File: src/rtl/vga_fb_arbiter_if.sv
// Bus bundle for vga_fb_arbiter: timing counters, writer handshake, frame-buffer memory
// port and line-buffer write port. master = arbiter side, slave = environment side.
interface vga_fb_arbiter_if #(
  parameter int ADDR_W = 16,
  parameter int DATA_W = 24
);
  logic [10:0]       hor_cnt;
  logic [9:0]        ver_cnt;
  logic              wr_req;
  logic [ADDR_W-1:0] wr_addr;
  logic [DATA_W-1:0] wr_data;
  logic              wr_ack;
  logic [ADDR_W-1:0] mem_addr;
  logic              mem_rd;
  logic              mem_wr;
  logic [DATA_W-1:0] mem_wdata;
  logic [DATA_W-1:0] mem_rdata;
  logic              lb_we;
  logic [6:0]        lb_addr;
  logic [DATA_W-1:0] lb_data;
  logic              fetch_err;
  logic [15:0]       wr_stall_cnt;

  modport master (
    input  hor_cnt, ver_cnt, wr_req, wr_addr, wr_data, mem_rdata,
    output wr_ack, mem_addr, mem_rd, mem_wr, mem_wdata,
    output lb_we, lb_addr, lb_data, fetch_err, wr_stall_cnt
  );

  modport slave (
    output hor_cnt, ver_cnt, wr_req, wr_addr, wr_data, mem_rdata,
    input  wr_ack, mem_addr, mem_rd, mem_wr, mem_wdata,
    input  lb_we, lb_addr, lb_data, fetch_err, wr_stall_cnt
  );
endinterface

File: src/rtl/vga_fb_arbiter.sv
// Frame-buffer arbiter: display line prefetch (priority, during h-blank) vs. req/ack writer.
// Optional feature macro VGA_ARB_STALL_STATS_EN enables the saturating writer stall counter.
module vga_fb_arbiter #(
  parameter int H_ACTIVE       = 800,
  parameter int V_ACTIVE       = 480,
  parameter int V_TOTAL        = 528,
  parameter int WORDS_PER_LINE = 100,
  parameter int ADDR_W         = 16,
  parameter int DATA_W         = 24,
  parameter int RD_LAT         = 2
) (
  input logic             clock_pixel,
  input logic             reset_n,
  vga_fb_arbiter_if.master bus
);

  typedef enum logic [1:0] {
    ST_IDLE  = 2'd0,
    ST_FETCH = 2'd1,
    ST_DRAIN = 2'd2
  } state_e;

  typedef struct packed {
    logic       valid;
    logic [6:0] idx;
  } rd_tag_t;

  localparam logic [10:0]       H_TRIG     = 11'(H_ACTIVE);
  localparam logic [9:0]        V_LAST     = 10'(V_TOTAL - 1);
  localparam logic [9:0]        V_VIS      = 10'(V_ACTIVE);
  localparam logic [6:0]        LAST_WORD  = 7'(WORDS_PER_LINE - 1);
  localparam logic [ADDR_W-1:0] LINE_STEP  = ADDR_W'(WORDS_PER_LINE);
  localparam logic [2:0]        DRAIN_LAST = 3'(RD_LAT - 1);

  state_e            state_q, state_d;
  logic [ADDR_W-1:0] base_q, base_d;
  logic [6:0]        word_cnt_q, word_cnt_d;
  logic [2:0]        drain_cnt_q, drain_cnt_d;
  logic [ADDR_W-1:0] mem_addr_q, mem_addr_d;
  logic              mem_rd_q, mem_rd_d;
  logic              mem_wr_q, mem_wr_d;
  logic [DATA_W-1:0] mem_wdata_q, mem_wdata_d;
  logic              wr_ack_q, wr_ack_d;
  logic              lb_we_q, lb_we_d;
  logic [6:0]        lb_addr_q, lb_addr_d;
  logic [DATA_W-1:0] lb_data_q, lb_data_d;
  logic              fetch_err_q, fetch_err_d;
  rd_tag_t           pipe_q [RD_LAT];
  rd_tag_t           pipe_d [RD_LAT];

  logic [9:0]        nl_s;
  logic              trigger_s;
  logic              grant_s;
  logic [6:0]        word_inc_s;

  // Next visible line and the fetch trigger decode.
  always_comb begin
    if (bus.ver_cnt == V_LAST) begin
      nl_s = 10'd0;
    end else begin
      nl_s = bus.ver_cnt + 10'd1;
    end
    trigger_s  = (bus.hor_cnt == H_TRIG) && (nl_s < V_VIS);
    word_inc_s = word_cnt_q + 7'd1;
  end

  // FSM next-state and registered memory-port outputs; fetch always beats the writer.
  always_comb begin
    state_d     = state_q;
    base_d      = base_q;
    word_cnt_d  = word_cnt_q;
    drain_cnt_d = drain_cnt_q;
    mem_addr_d  = mem_addr_q;
    mem_wdata_d = mem_wdata_q;
    mem_rd_d    = 1'b0;
    mem_wr_d    = 1'b0;
    wr_ack_d    = 1'b0;
    grant_s     = 1'b0;
    fetch_err_d = fetch_err_q | (trigger_s && (state_q != ST_IDLE));

    case (state_q)
      ST_IDLE: begin
        if (trigger_s) begin
          state_d    = ST_FETCH;
          word_cnt_d = 7'd0;
          mem_rd_d   = 1'b1;
          // Line 0 restarts the frame; otherwise base already points at the next line.
          if (nl_s == 10'd0) begin
            base_d     = {ADDR_W{1'b0}};
            mem_addr_d = {ADDR_W{1'b0}};
          end else begin
            mem_addr_d = base_q;
          end
        end else if (bus.wr_req) begin
          grant_s     = 1'b1;
          mem_wr_d    = 1'b1;
          wr_ack_d    = 1'b1;
          mem_addr_d  = bus.wr_addr;
          mem_wdata_d = bus.wr_data;
        end else begin
          state_d = ST_IDLE;
        end
      end

      ST_FETCH: begin
        if (word_cnt_q == LAST_WORD) begin
          state_d     = ST_DRAIN;
          drain_cnt_d = 3'd0;
        end else begin
          word_cnt_d = word_inc_s;
          mem_rd_d   = 1'b1;
          mem_addr_d = base_q + {{(ADDR_W-7){1'b0}}, word_inc_s};
        end
      end

      ST_DRAIN: begin
        if (drain_cnt_q == DRAIN_LAST) begin
          state_d = ST_IDLE;
          base_d  = base_q + LINE_STEP;
        end else begin
          drain_cnt_d = drain_cnt_q + 3'd1;
        end
      end

      default: begin
        state_d = ST_IDLE;
      end
    endcase
  end

  // Read-return tag pipeline and line-buffer write capture.
  always_comb begin
    pipe_d[0].valid = mem_rd_q;
    pipe_d[0].idx   = word_cnt_q;
    for (int i = 1; i < RD_LAT; i++) begin
      pipe_d[i] = pipe_q[i-1];
    end
    lb_we_d = pipe_q[RD_LAT-1].valid;
    if (pipe_q[RD_LAT-1].valid) begin
      lb_addr_d = pipe_q[RD_LAT-1].idx;
      lb_data_d = bus.mem_rdata;
    end else begin
      lb_addr_d = lb_addr_q;
      lb_data_d = lb_data_q;
    end
  end

  // State and output registers.
  always_ff @(posedge clock_pixel or negedge reset_n) begin
    if (!reset_n) begin
      state_q     <= ST_IDLE;
      base_q      <= {ADDR_W{1'b0}};
      word_cnt_q  <= 7'd0;
      drain_cnt_q <= 3'd0;
      mem_addr_q  <= {ADDR_W{1'b0}};
      mem_rd_q    <= 1'b0;
      mem_wr_q    <= 1'b0;
      mem_wdata_q <= {DATA_W{1'b0}};
      wr_ack_q    <= 1'b0;
      lb_we_q     <= 1'b0;
      lb_addr_q   <= 7'd0;
      lb_data_q   <= {DATA_W{1'b0}};
      fetch_err_q <= 1'b0;
      for (int i = 0; i < RD_LAT; i++) begin
        pipe_q[i] <= '{valid: 1'b0, idx: 7'd0};
      end
    end else begin
      state_q     <= state_d;
      base_q      <= base_d;
      word_cnt_q  <= word_cnt_d;
      drain_cnt_q <= drain_cnt_d;
      mem_addr_q  <= mem_addr_d;
      mem_rd_q    <= mem_rd_d;
      mem_wr_q    <= mem_wr_d;
      mem_wdata_q <= mem_wdata_d;
      wr_ack_q    <= wr_ack_d;
      lb_we_q     <= lb_we_d;
      lb_addr_q   <= lb_addr_d;
      lb_data_q   <= lb_data_d;
      fetch_err_q <= fetch_err_d;
      for (int i = 0; i < RD_LAT; i++) begin
        pipe_q[i] <= pipe_d[i];
      end
    end
  end

`ifdef VGA_ARB_STALL_STATS_EN
  logic [15:0] stall_cnt_q, stall_cnt_d;

  // Saturating count of cycles the writer is requesting but not granted.
  always_comb begin
    if (bus.wr_req && !grant_s && (stall_cnt_q != 16'hFFFF)) begin
      stall_cnt_d = stall_cnt_q + 16'd1;
    end else begin
      stall_cnt_d = stall_cnt_q;
    end
  end

  // Stall counter register.
  always_ff @(posedge clock_pixel or negedge reset_n) begin
    if (!reset_n) begin
      stall_cnt_q <= 16'd0;
    end else begin
      stall_cnt_q <= stall_cnt_d;
    end
  end

  assign bus.wr_stall_cnt = stall_cnt_q;
`else
  assign bus.wr_stall_cnt = 16'd0;
`endif

  assign bus.mem_addr  = mem_addr_q;
  assign bus.mem_rd    = mem_rd_q;
  assign bus.mem_wr    = mem_wr_q;
  assign bus.mem_wdata = mem_wdata_q;
  assign bus.wr_ack    = wr_ack_q;
  assign bus.lb_we     = lb_we_q;
  assign bus.lb_addr   = lb_addr_q;
  assign bus.lb_data   = lb_data_q;
  assign bus.fetch_err = fetch_err_q;

endmodule

File: src/flat_wrapper.sv
// flat-port wrapper written by rule: the top's interface ports become plain ports
module vga_fb_arbiter_flat 
#(
  parameter int H_ACTIVE       = 800,
  parameter int V_ACTIVE       = 480,
  parameter int V_TOTAL        = 528,
  parameter int WORDS_PER_LINE = 100,
  parameter int ADDR_W         = 16,
  parameter int DATA_W         = 24,
  parameter int RD_LAT         = 2
)
  (clock_pixel, reset_n, bus_hor_cnt, bus_ver_cnt, bus_wr_req, bus_wr_addr, bus_wr_data, bus_mem_rdata, bus_wr_ack, bus_mem_addr, bus_mem_rd, bus_mem_wr, bus_mem_wdata, bus_lb_we, bus_lb_addr, bus_lb_data, bus_fetch_err, bus_wr_stall_cnt);
  vga_fb_arbiter_if #(.ADDR_W(ADDR_W), .DATA_W(DATA_W)) bus_i ();
  input logic clock_pixel;
  input logic reset_n;
  input wire logic [$bits(bus_i.hor_cnt)-1:0] bus_hor_cnt;
  input wire logic [$bits(bus_i.ver_cnt)-1:0] bus_ver_cnt;
  input wire logic [$bits(bus_i.wr_req)-1:0] bus_wr_req;
  input wire logic [$bits(bus_i.wr_addr)-1:0] bus_wr_addr;
  input wire logic [$bits(bus_i.wr_data)-1:0] bus_wr_data;
  input wire logic [$bits(bus_i.mem_rdata)-1:0] bus_mem_rdata;
  output wire logic [$bits(bus_i.wr_ack)-1:0] bus_wr_ack;
  output wire logic [$bits(bus_i.mem_addr)-1:0] bus_mem_addr;
  output wire logic [$bits(bus_i.mem_rd)-1:0] bus_mem_rd;
  output wire logic [$bits(bus_i.mem_wr)-1:0] bus_mem_wr;
  output wire logic [$bits(bus_i.mem_wdata)-1:0] bus_mem_wdata;
  output wire logic [$bits(bus_i.lb_we)-1:0] bus_lb_we;
  output wire logic [$bits(bus_i.lb_addr)-1:0] bus_lb_addr;
  output wire logic [$bits(bus_i.lb_data)-1:0] bus_lb_data;
  output wire logic [$bits(bus_i.fetch_err)-1:0] bus_fetch_err;
  output wire logic [$bits(bus_i.wr_stall_cnt)-1:0] bus_wr_stall_cnt;
  assign bus_i.hor_cnt = bus_hor_cnt;
  assign bus_i.ver_cnt = bus_ver_cnt;
  assign bus_i.wr_req = bus_wr_req;
  assign bus_i.wr_addr = bus_wr_addr;
  assign bus_i.wr_data = bus_wr_data;
  assign bus_i.mem_rdata = bus_mem_rdata;
  assign bus_wr_ack = bus_i.wr_ack;
  assign bus_mem_addr = bus_i.mem_addr;
  assign bus_mem_rd = bus_i.mem_rd;
  assign bus_mem_wr = bus_i.mem_wr;
  assign bus_mem_wdata = bus_i.mem_wdata;
  assign bus_lb_we = bus_i.lb_we;
  assign bus_lb_addr = bus_i.lb_addr;
  assign bus_lb_data = bus_i.lb_data;
  assign bus_fetch_err = bus_i.fetch_err;
  assign bus_wr_stall_cnt = bus_i.wr_stall_cnt;
  vga_fb_arbiter #(.H_ACTIVE(H_ACTIVE), .V_ACTIVE(V_ACTIVE), .V_TOTAL(V_TOTAL), .WORDS_PER_LINE(WORDS_PER_LINE), .ADDR_W(ADDR_W), .DATA_W(DATA_W), .RD_LAT(RD_LAT)) u_core (.clock_pixel(clock_pixel), .reset_n(reset_n), .bus(bus_i));
endmodule
File: config.mk
export PLATFORM = sky130hd
export DESIGN_NAME = vga_fb_arbiter_flat
export DESIGN_NICKNAME = d
export VERILOG_FILES = /design/src/rtl/vga_fb_arbiter_if.sv /design/src/rtl/vga_fb_arbiter.sv /design/src/flat_wrapper.sv
export SDC_FILE = /design/constraint.sdc
export NUM_CORES = 1
export LEC_CHECK = 0
export CORE_MARGIN = 3
export CORE_UTILIZATION = 51
export DETAILED_ROUTE_END_ITERATION = 7
export GPL_TIMING_DRIVEN = 0
export PLACE_DENSITY_LB_ADDON = 0.25
export SLEW_MARGIN = 30
export SYNTH_ARGS = -nofsm -noshare
export SYNTH_HDL_FRONTEND = slang
export SYNTH_SLANG_ARGS = --single-unit
File: constraint.sdc
create_clock -name clock_pixel -period 8.05 [get_ports clock_pixel]
set_clock_uncertainty 0.15 [all_clocks]
set_input_delay 1.61 -clock clock_pixel [delete_from_list [all_inputs] [get_ports clock_pixel]]
set_output_delay 1.61 -clock clock_pixel [all_outputs]
set_load 0.03 [all_outputs]
* Yosys cells after proc, flatten, opt, wreduce, memory -nomap -nowiden
Cells that the tools add are included.
** Cells by class
- Add/subtract/negate cells :: 5
- Bitwise logic cells :: 2
- Mux-type cells :: 26
- Order comparisons :: 1
- Reduce and logical (&&, ||, !) cells :: 14
- Eq/ne operators :: 13
** Operators with widths (count)
- $mux 16 :: 6
- $pmux 16 s2 :: 2
- $reduce_and 3->1 :: 6
- $add 16x7->16 :: 1
- $add 16x7->16 const B :: 1
- $mux 7 :: 2
- $pmux 7 s2 :: 1
- $eq 11x10->1 const B :: 1
- $add 10x1->10 const B :: 1
- $eq 10x10->1 const B :: 1
- $logic_not 10->1 :: 1
- $lt 10x9->1 const B :: 1
- $mux 10 :: 1
- $mux 2 :: 4
- $reduce_bool 2->1 :: 4
- $add 7x1->7 const B :: 1
- $eq 7x7->1 const B :: 1
- $mux 3 :: 2
- $ne 2x1->1 const B :: 3
- $ne 3x2->1 const B :: 2
- $pmux 2 s3 :: 1
- $pmux 3 s2 :: 1
- $mux 1 :: 5
- $ne 2x2->1 const B :: 2
- other kinds (9) :: 10
** Word-level totals
- Register bits :: 119
- Logic and storage cells :: 77

* Longest topological paths before layout
Gate-level depths: netlist of run 1.
- Depth in word-level cells :: 6
- Mapped depth :: 11

* Least setup slack after synthesis of run 1
No wires, ideal clock.
- Kind :: input to register
- Start point :: input bus_ver_cnt[5]
- End point :: register u_core.mem_wdata_q[10] (netlist: u_core.bus.mem_wdata[10])
- Arrival :: 3.220 ns
- Slack :: 4.556 ns
- Cell stages on the path :: 7
- Data required time :: 7.775 ns
- Buffers on the path :: 1
- Path through :: nor4_2 o22ai_1 a211oi_4 nor2_2 nand2_2 buf_2 mux2_2
** Between the ends
- Word-level cells in the longest chain between the ends :: 6
- Elaborated cells on any way between the ends :: 7
- Those cells by class :: add/sub (1); order compare (1); eq/ne (1); mux (1); bitwise (1); reduce/logical (2)
** RTL lines
- start, declared :: line flat_wrapper.sv:17 : input wire logic [$bits(bus_i.ver_cnt)-1:0] bus_ver_cnt;
- $add 10x1->10 / $eq 10x10->1 (equally long branches) :: line vga_fb_arbiter.sv:61, vga_fb_arbiter.sv:58
- $mux 10 * :: line vga_fb_arbiter.sv:58 : if (bus.ver_cnt == V_LAST) begin
- $lt 10x9->1 * :: line vga_fb_arbiter.sv:63 : trigger_s = (bus.hor_cnt == H_TRIG) && (nl_s < V_VIS);
- $logic_and 1x1->1 * :: line vga_fb_arbiter.sv:63
- $not 1->1 (no source line) *
- $reduce_and 3->1 (no source line) *
- end signal, assigned :: line vga_fb_arbiter.sv:158 : mem_wdata_q <= {DATA_W{1'b0}};
- end signal, assigned :: line vga_fb_arbiter.sv:175 : mem_wdata_q <= mem_wdata_d;
- end, declared :: line vga_fb_arbiter.sv:42 : logic [DATA_W-1:0] mem_wdata_q, mem_wdata_d;
Mark *: on every way between the ends. The rest lies on a longest branch, timed or not.
A chain may end at the register's enable or synchronous reset.

* Worst setup path after layout of run 1
- Start point :: input bus_ver_cnt[8]
- End point :: register u_core.mem_addr_q[14] (netlist: u_core.bus.mem_addr[14])
** Between the ends
- Word-level cells in the longest chain between the ends :: 6
- Elaborated cells on any way between the ends :: 11
- Those cells by class :: add/sub (1); order compare (1); eq/ne (2); mux (4); reduce/logical (3)
** RTL lines
- $add 10x1->10 / $eq 10x10->1 (equally long branches) :: line vga_fb_arbiter.sv:61, vga_fb_arbiter.sv:58
- $mux 10 * :: line vga_fb_arbiter.sv:58
- $lt 10x9->1 / $logic_not 10->1 (equally long branches) :: line vga_fb_arbiter.sv:63, vga_fb_arbiter.sv:88
- $logic_and 1x1->1 / $mux 16 (equally long branches) :: line vga_fb_arbiter.sv:63, vga_fb_arbiter.sv:88
- $ne 3x2->1 (no source line) / $mux 16 (equally long branches)
- $reduce_and 3->1 (no source line) / $pmux 16 s2 (equally long branches)
- end signal, assigned :: line vga_fb_arbiter.sv:155 : mem_addr_q <= {ADDR_W{1'b0}};
- end signal, assigned :: line vga_fb_arbiter.sv:172 : mem_addr_q <= mem_addr_d;
- end, declared :: line vga_fb_arbiter.sv:39 : logic [ADDR_W-1:0] mem_addr_q, mem_addr_d;
Marked as above.

==> run metrics, run 1 <==
NetSw=393.9 uW; max cap viols=0; cell area after synthesis=5798 um2; CORE AREA=10980 um2; clock-pin slew on the worst setup and hold paths=0.05 ns; flops & latches, synth=119; Initial Utilization=0.5279; Crit. End Element=flip-flop; routability cong.=0.9172; dominant cell by count in the synthesized netlist=dfrtp_1; post-synth top area share=0.5136; Ports=180; starting DRC count in detailed routing=469; hold path cells=0; Leak Pwr=3.647 nW; Fill cells=744; IO Port Bufs=163; critical path class=in2reg; Area Overhead vs Synth=42.86%; final setup violating endpoints=0; worst slew pin tran=0.7266 ns; Worst EP required=8.19 ns; GRT Overall Usage=0.2470; Mapped Cells=523; TritonCTS Sinks=119; clock latency on the worst-skew pair=0.40 ns; detailed-route DRC error count=0; Syn Area/Cell=11.09 um2; Layout Nets=825; Unique masters post-synth=61; gr ovfl total=0; Clock Path Buffers=2; Synth area leaders=dfrtp_1, mux2_2, ha_1; WL final=15.40 mm; post-CTS sizing=0; DR vias/cell=5.676; initial antenna violation count=0; vias in the first global route=4997; final setup margin=4.118 ns; CP Data Arrival Time=4.07 ns; Async S/R FF share, synth=1.000; Synth Flop Type=dfrtp_1; Worst Hold Class=reg2reg; die span in x=112.6 um; row count=38; Hold Vio Cnt, Final=0; Vias=4955; P_int=1.217 mW; die area=12680 um2; cell taking the most area after synthesis=dfrtp_1; clock network fraction of total power=0.459; worst r2r path cells=10; fraction of layout cells with a size suffix above 1=0.1610; crit-path max FO=10; fmax=0.2543 GHz; PwrDens=194.5 nW/um2; post-detail-place hpwl=11.07 mm; Post-Place Setup Slack=3.771 ns; H-tree Lvls=4; clock root buffer=clkbuf_16; Final period util=0.4885; status=finished clean; post-route setup TNS=0 ns; Worst VDD drop=0.1649 mV; register area share after synthesis=0.5136; hold_buf cts=0; min Tclk post-route=3.932 ns; Setup Fix Bufs, Post-CTS=0; commonest cells in the synthesized netlist=dfrtp_1, mux2_2, nand2_1; Inserted Clock Buffers=17; startpoint types=input port; Flop pwr share=0.398; Tot Pwr=1.611 mW; number of routed nets with antenna violations=0; Routed wire per std cell=17.64 um; ANT cells=0; Post-synth EDFFs=0; synthesis warning total=0; Comb pwr share=0.143; relative slew slack=0.5119; largest net degree at the start of global routing=75; Die Ht=112.6 um; RSZ-0062 raised after global routing=false; TritonCTS clock tree=built; Slew Viols, Final=0; switching portion of total power=0.2445; DR pass1 iterations=5; first-pass GRT wire length=25.05 mm
final timing paths:
check | slack [ns] | end | from
setup / recovery | 4.12 | u_core.bus.mem_addr[14]$_DFFE_PN0P_ | bus_ver_cnt[8]
hold / removal | 0.19 | u_core.pipe_q[4]$_DFF_PN0_ | u_core.pipe_d[4]$_DFF_PN0_
setup reg to reg | 4.93 | u_core.bus.mem_addr[12]$_DFFE_PN0P_ | u_core.word_cnt_q[1]$_DFFE_PN0P_
hold reg to reg | 0.19 | u_core.pipe_q[4]$_DFF_PN0_ | u_core.pipe_d[4]$_DFF_PN0_
max in group asynchronous | 6.14 | u_core.base_q[7]$_DFFE_PN0P_ | reset_n
min in group asynchronous | 0.94 | u_core.bus.lb_data[20]$_DFFE_PN0P_ | reset_n
metrics by stage:
stage	area, um2	hold WS, ns	instances	util
2_1_floorplan	5854	0.1812	538	-
3_3_place_gp	7661	0.1846	841	0.6975
3_5_place_dp	7694	0.1879	842	0.7005
4_1_cts	8283	0.1947	873	0.7542
5_1_grt	8283	0.2007	873	0.7542
6_report	8283	0.1934	873	0.7542
metal layers:
metal | routed length, um | track usage | vias to the layer above | part of all wire
met5 | 0 | 0 | - | 0
met4 | 281 | 0.08654 | 0 | 0.018
met3 | 1355 | 0.06038 | 28 | 0.088
li1 | - | - | 2273 | -
met2 | 7630 | 0.4202 | 249 | 0.50
met1 | 6132 | 0.3078 | 2405 | 0.40
state kept, by name, summed over array words and instances (netlist names):
signal                flops
u_core.drain_cnt_q        3
u_core.state_q            2
u_core.bus.fetch_err      1
u_core.pipe_q             7
u_core.bus.lb_addr        7
u_core.base_q            16
u_core.bus.lb_we          1
u_core.lb_we_d            1
u_core.bus.mem_rd         1
u_core.word_cnt_q         7
u_core.bus.lb_data       24
u_core.bus.mem_wr         1
u_core.bus.mem_wdata     24
u_core.pipe_d             8
u_core.bus.mem_addr      16
critical path: stages:
cell,delay [ns]
clkdlybuf4s50_1,0.46
and3_1,0.24
a41oi_1,0.37
a211oi_4,0.15
o21ai_2,0.46
clkbuf_1,0.45
a21oi_1,0.10
a22o_1,0.23
logic make-up (layout without fill, tap and decap cells):
family	count (synthesis)	in the layout	share of synthesized area
AO/OA/AOI/OAI	129	129	0.1521
buffers and inverters	56	251	0.04834
AND/OR/NAND/NOR	125	125	0.1083
adder cells (fa/ha/maj)	16	16	0.03582
other	1	16	0.0006468
flip-flops	119	119	0.5136
XOR/XNOR	18	18	0.02719
multiplexers	59	59	0.1139
final cells by class:
class                   instances  area (um2)  share of cell area
plain buffers                  39       216.5             0.02613
clock buffers                  20       466.7             0.05634
clock inverters                11       122.6             0.01480
inverters                      17       63.81            0.007704
multi-input cells             363        2596              0.3134
flip-flops and latches        119        2978              0.3595
well taps                     140       175.2             0.02115
repair buffers                164        1664              0.2009
placed cells by master (no fill, tap or decap), types with 4 or more instances in the layout:
cell and n:
clkdlybuf4s50_1 162, dfrtp_1 119, mux2_2 56, nand2_1 39, nand3_1 27, o21ai_0 27
a21oi_1 27, inv_1 17, buf_4 17, clkbuf_16 17, conb_1 16, ha_1 15
nor2_1 14, a22o_1 13, clkbuf_1 12, and3_1 11, a21o_1 11, xnor2_1 10
nor3_1 8, xor2_1 8, a211oi_1 8, o31ai_1 7, buf_2 5, buf_1 5
and2_1 4, clkinvlp_4 4
power by group through the flow:
stage	Combinational [mW]	Clock, mW	Sequential (mW)
2_1_floorplan	0.0568	0	0.701
3_3_place_gp	0.225	0	0.648
3_5_place_dp	0.231	0	0.650
4_1_cts	0.233	0.750	0.640
5_1_grt	0.244	0.780	0.643
6_report	0.231	0.740	0.640
Note: power is estimated with default switching activity, not from simulation.
==> run 2, diff against run 1 <==
--- a/config.mk
+++ b/config.mk
@@ -6,7 +6,7 @@
 export NUM_CORES = 1
 export LEC_CHECK = 0
 export CORE_MARGIN = 3
-export CORE_UTILIZATION = 51
+export CORE_UTILIZATION = 47
 export DETAILED_ROUTE_END_ITERATION = 7
 export GPL_TIMING_DRIVEN = 0
 export PLACE_DENSITY_LB_ADDON = 0.25
==> constraint.sdc (replaced) <==
create_clock -name clock_pixel -period 4 [get_ports clock_pixel]
set_clock_uncertainty 0.15 [all_clocks]
set_input_delay 0.8 -clock clock_pixel [delete_from_list [all_inputs] [get_ports clock_pixel]]
set_output_delay 0.8 -clock clock_pixel [all_outputs]
set_load 0.03 [all_outputs]
==> run metrics, run 2 (synthesis gave the netlist of run 1 again) <==
Slew Viols, Final=0 (unchanged); initial antenna violation count=0 (unchanged); largest net degree at the start of global routing=86 (+15%); worst slew pin tran=0.7279 ns (+0.001294 ns); DR vias/cell=5.578 (-1.7%); worst r2r path cells=10 (unchanged); detailed-route DRC error count=0 (unchanged); commonest non-fill, non-tap cell in the layout=clkdlybuf4s50_1; H-tree Lvls=4 (unchanged); TritonCTS Sinks=119 (unchanged); gr ovfl total=0 (unchanged); final setup violating endpoints=0 (unchanged); Area Overhead vs Synth=42.66%; die span in x=117.1 um (+3.9%); Routed wire per std cell=17.64 um (about the same); P_int=2.404 mW (+98%); clock latency on the worst-skew pair=0.41 ns (about the same); Tot Pwr=3.226 mW (+100%); DR pass1 iterations=5 (unchanged); fin area=8272 um2 (-0.14%); Vias=4886 (-1.4%); Post-DP Area=7697 um2 (about the same); switching portion of total power=0.2548 (+0.01029); Setup Fix Bufs, Post-CTS=0 (unchanged); Ports=180 (unchanged); relative slew slack=0.5115 (about the same); RSZ-0062 raised after global routing=false; worst r2r src=u_core.word_cnt_q[1]$_DFFE_PN0P_; startpoint types=flip-flop; CORE AREA=11710 um2 (+6.6%); clock-pin slew on the worst setup and hold paths=0.06 ns (about the same); IO Port Bufs=163 (unchanged); R2R Setup Slk=0.88 ns (-4.05 ns); Hold Vio Cnt, Final=0 (unchanged); Crit. End Element=flip-flop; Layout Nets=825 (unchanged); GRT Overall Usage=0.2307 (-0.01633); crit-path max FO=6 (-4); fraction of layout cells with a size suffix above 1=0.1610 (unchanged); most frequent cells in the layout=clkdlybuf4s50_1, dfrtp_1, mux2_2, nand2_1; post-CTS sizing=0 (unchanged); Clock Path Buffers=2 (unchanged); Worst VDD drop=0.2486 mV (+51%); ANT cells=0 (unchanged); reg2reg end=u_core.bus.mem_addr[12]$_DFFE_PN0P_; Inserted Clock Buffers=17 (unchanged); die area=13710 um2 (+8.0%); max cap viols=0 (unchanged); WL final=15.45 mm (+0.33%); status=finished clean; Comb pwr share=0.143 (about the same); Fill cells=878 (+18%); min Tclk post-route=3.119 ns; post-detail-place hpwl=11.08 mm (+0.13%); Worst EP required=4.14 ns (-4.05 ns); vias in the first global route=5046 (+0.98%); Die Ht=117.1 um (+3.9%); clock root buffer=clkbuf_16; clock network fraction of total power=0.458 (about the same); number of routed nets with antenna violations=0 (unchanged); hold_ws=0.1056 ns (-0.08783 ns); Initial Utilization=0.4951 (-0.03283); Leak Pwr=3.639 nW (-0.22%); CP Data Arrival Time=3.26 ns (-0.81 ns); Final period util=0.7797; starting DRC count in detailed routing=351 (-25%); hold_buf cts=0 (unchanged); Worst Hold Class=in2async; fmax=0.3206 GHz; critical path class=reg2reg; TritonCTS clock tree=built; first-pass GRT wire length=24.77 mm (-1.1%); NetSw=822.2 uW (+110%); Flop pwr share=0.399 (about the same); row count=39 (+2.6%); PwrDens=390.1 nW/um2 (+100%); routability cong.=0.9617 (+4.9%)
==> run 2: final cells by class <==
class	count	area [um2]	area share
multi-input cells	363	2596	0.3139
clock inverters	14	148.9	0.01800
plain buffers	39	216.5	0.02617
repair buffers	164	1664	0.2012
well taps	143	178.9	0.02163
clock buffers	17	425.4	0.05143
inverters	17	63.81	0.007714
flip-flops and latches	119	2978	0.3600
==> run 2: how the worst max path moves through the flow <==
stage	cells past startpoint	slack, ns	from	endpoint
floorplan	7	1.32	bus_ver_cnt[5]	u_core.bus.mem_wdata[10]$_DFFE_PN0P_
global placement	1	-2.46	reset_n	u_core.bus.lb_data[6]$_DFFE_PN0P_
detailed placement	8	0.50	bus_ver_cnt[7]	u_core.bus.mem_wdata[10]$_DFFE_PN0P_
CTS	10	0.89	u_core.word_cnt_q[1]$_DFFE_PN0P_	u_core.bus.mem_addr[12]$_DFFE_PN0P_
global route	10	0.63	u_core.word_cnt_q[1]$_DFFE_PN0P_	u_core.bus.mem_addr[12]$_DFFE_PN0P_
finish	10	0.88	u_core.word_cnt_q[1]$_DFFE_PN0P_	u_core.bus.mem_addr[12]$_DFFE_PN0P_
==> run 2: worst max-delay path: stages (launching register included) <==
cell	delay (ns)
dfrtp_1	0.44
ha_1	0.32
nand3_1	0.13
xnor2_1	0.19
ha_1	0.40
o21ai_0	0.13
o21ai_0	0.42
and3_1	0.28
nand3_1	0.10
xor2_1	0.16
o311ai_0	0.27
==> run 2: routing by layer <==
metal	share of wire	track usage	vias to the layer above
met1	0.42	0.2982	2388
li1	-	-	2260
met5	0	0	-
met3	0.082	0.05707	17
met2	0.48	0.3841	221
met4	0.012	0.07263	0
==> run 2: stage by stage <==
| stage | setup WS [ns] | TNS, ns | instances | util |
|---|---|---|---|---|
| global placement | -2.456 | -290.82 | 844 | 0.6545 |
| finish | 0.8813 | 0 | 876 | 0.7063 |
| floorplan | 1.316 | 0 | 538 | - |
| detailed placement | 0.4968 | 0 | 845 | 0.6573 |
| CTS | 0.8934 | 0 | 876 | 0.7063 |
| global route | 0.6317 | 0 | 876 | 0.7063 |
==> run 2: power groups by stage <==
| stage | registers [mW] | clock network, mW | logic, mW |
|---|---|---|---|
| after floorplan | 1.41 | 0 | 0.114 |
| after global placement | 1.31 | 0 | 0.453 |
| after detailed placement | 1.31 | 0 | 0.463 |
| after CTS | 1.29 | 1.50 | 0.466 |
| after global routing | 1.29 | 1.55 | 0.491 |
| final | 1.29 | 1.48 | 0.462 |
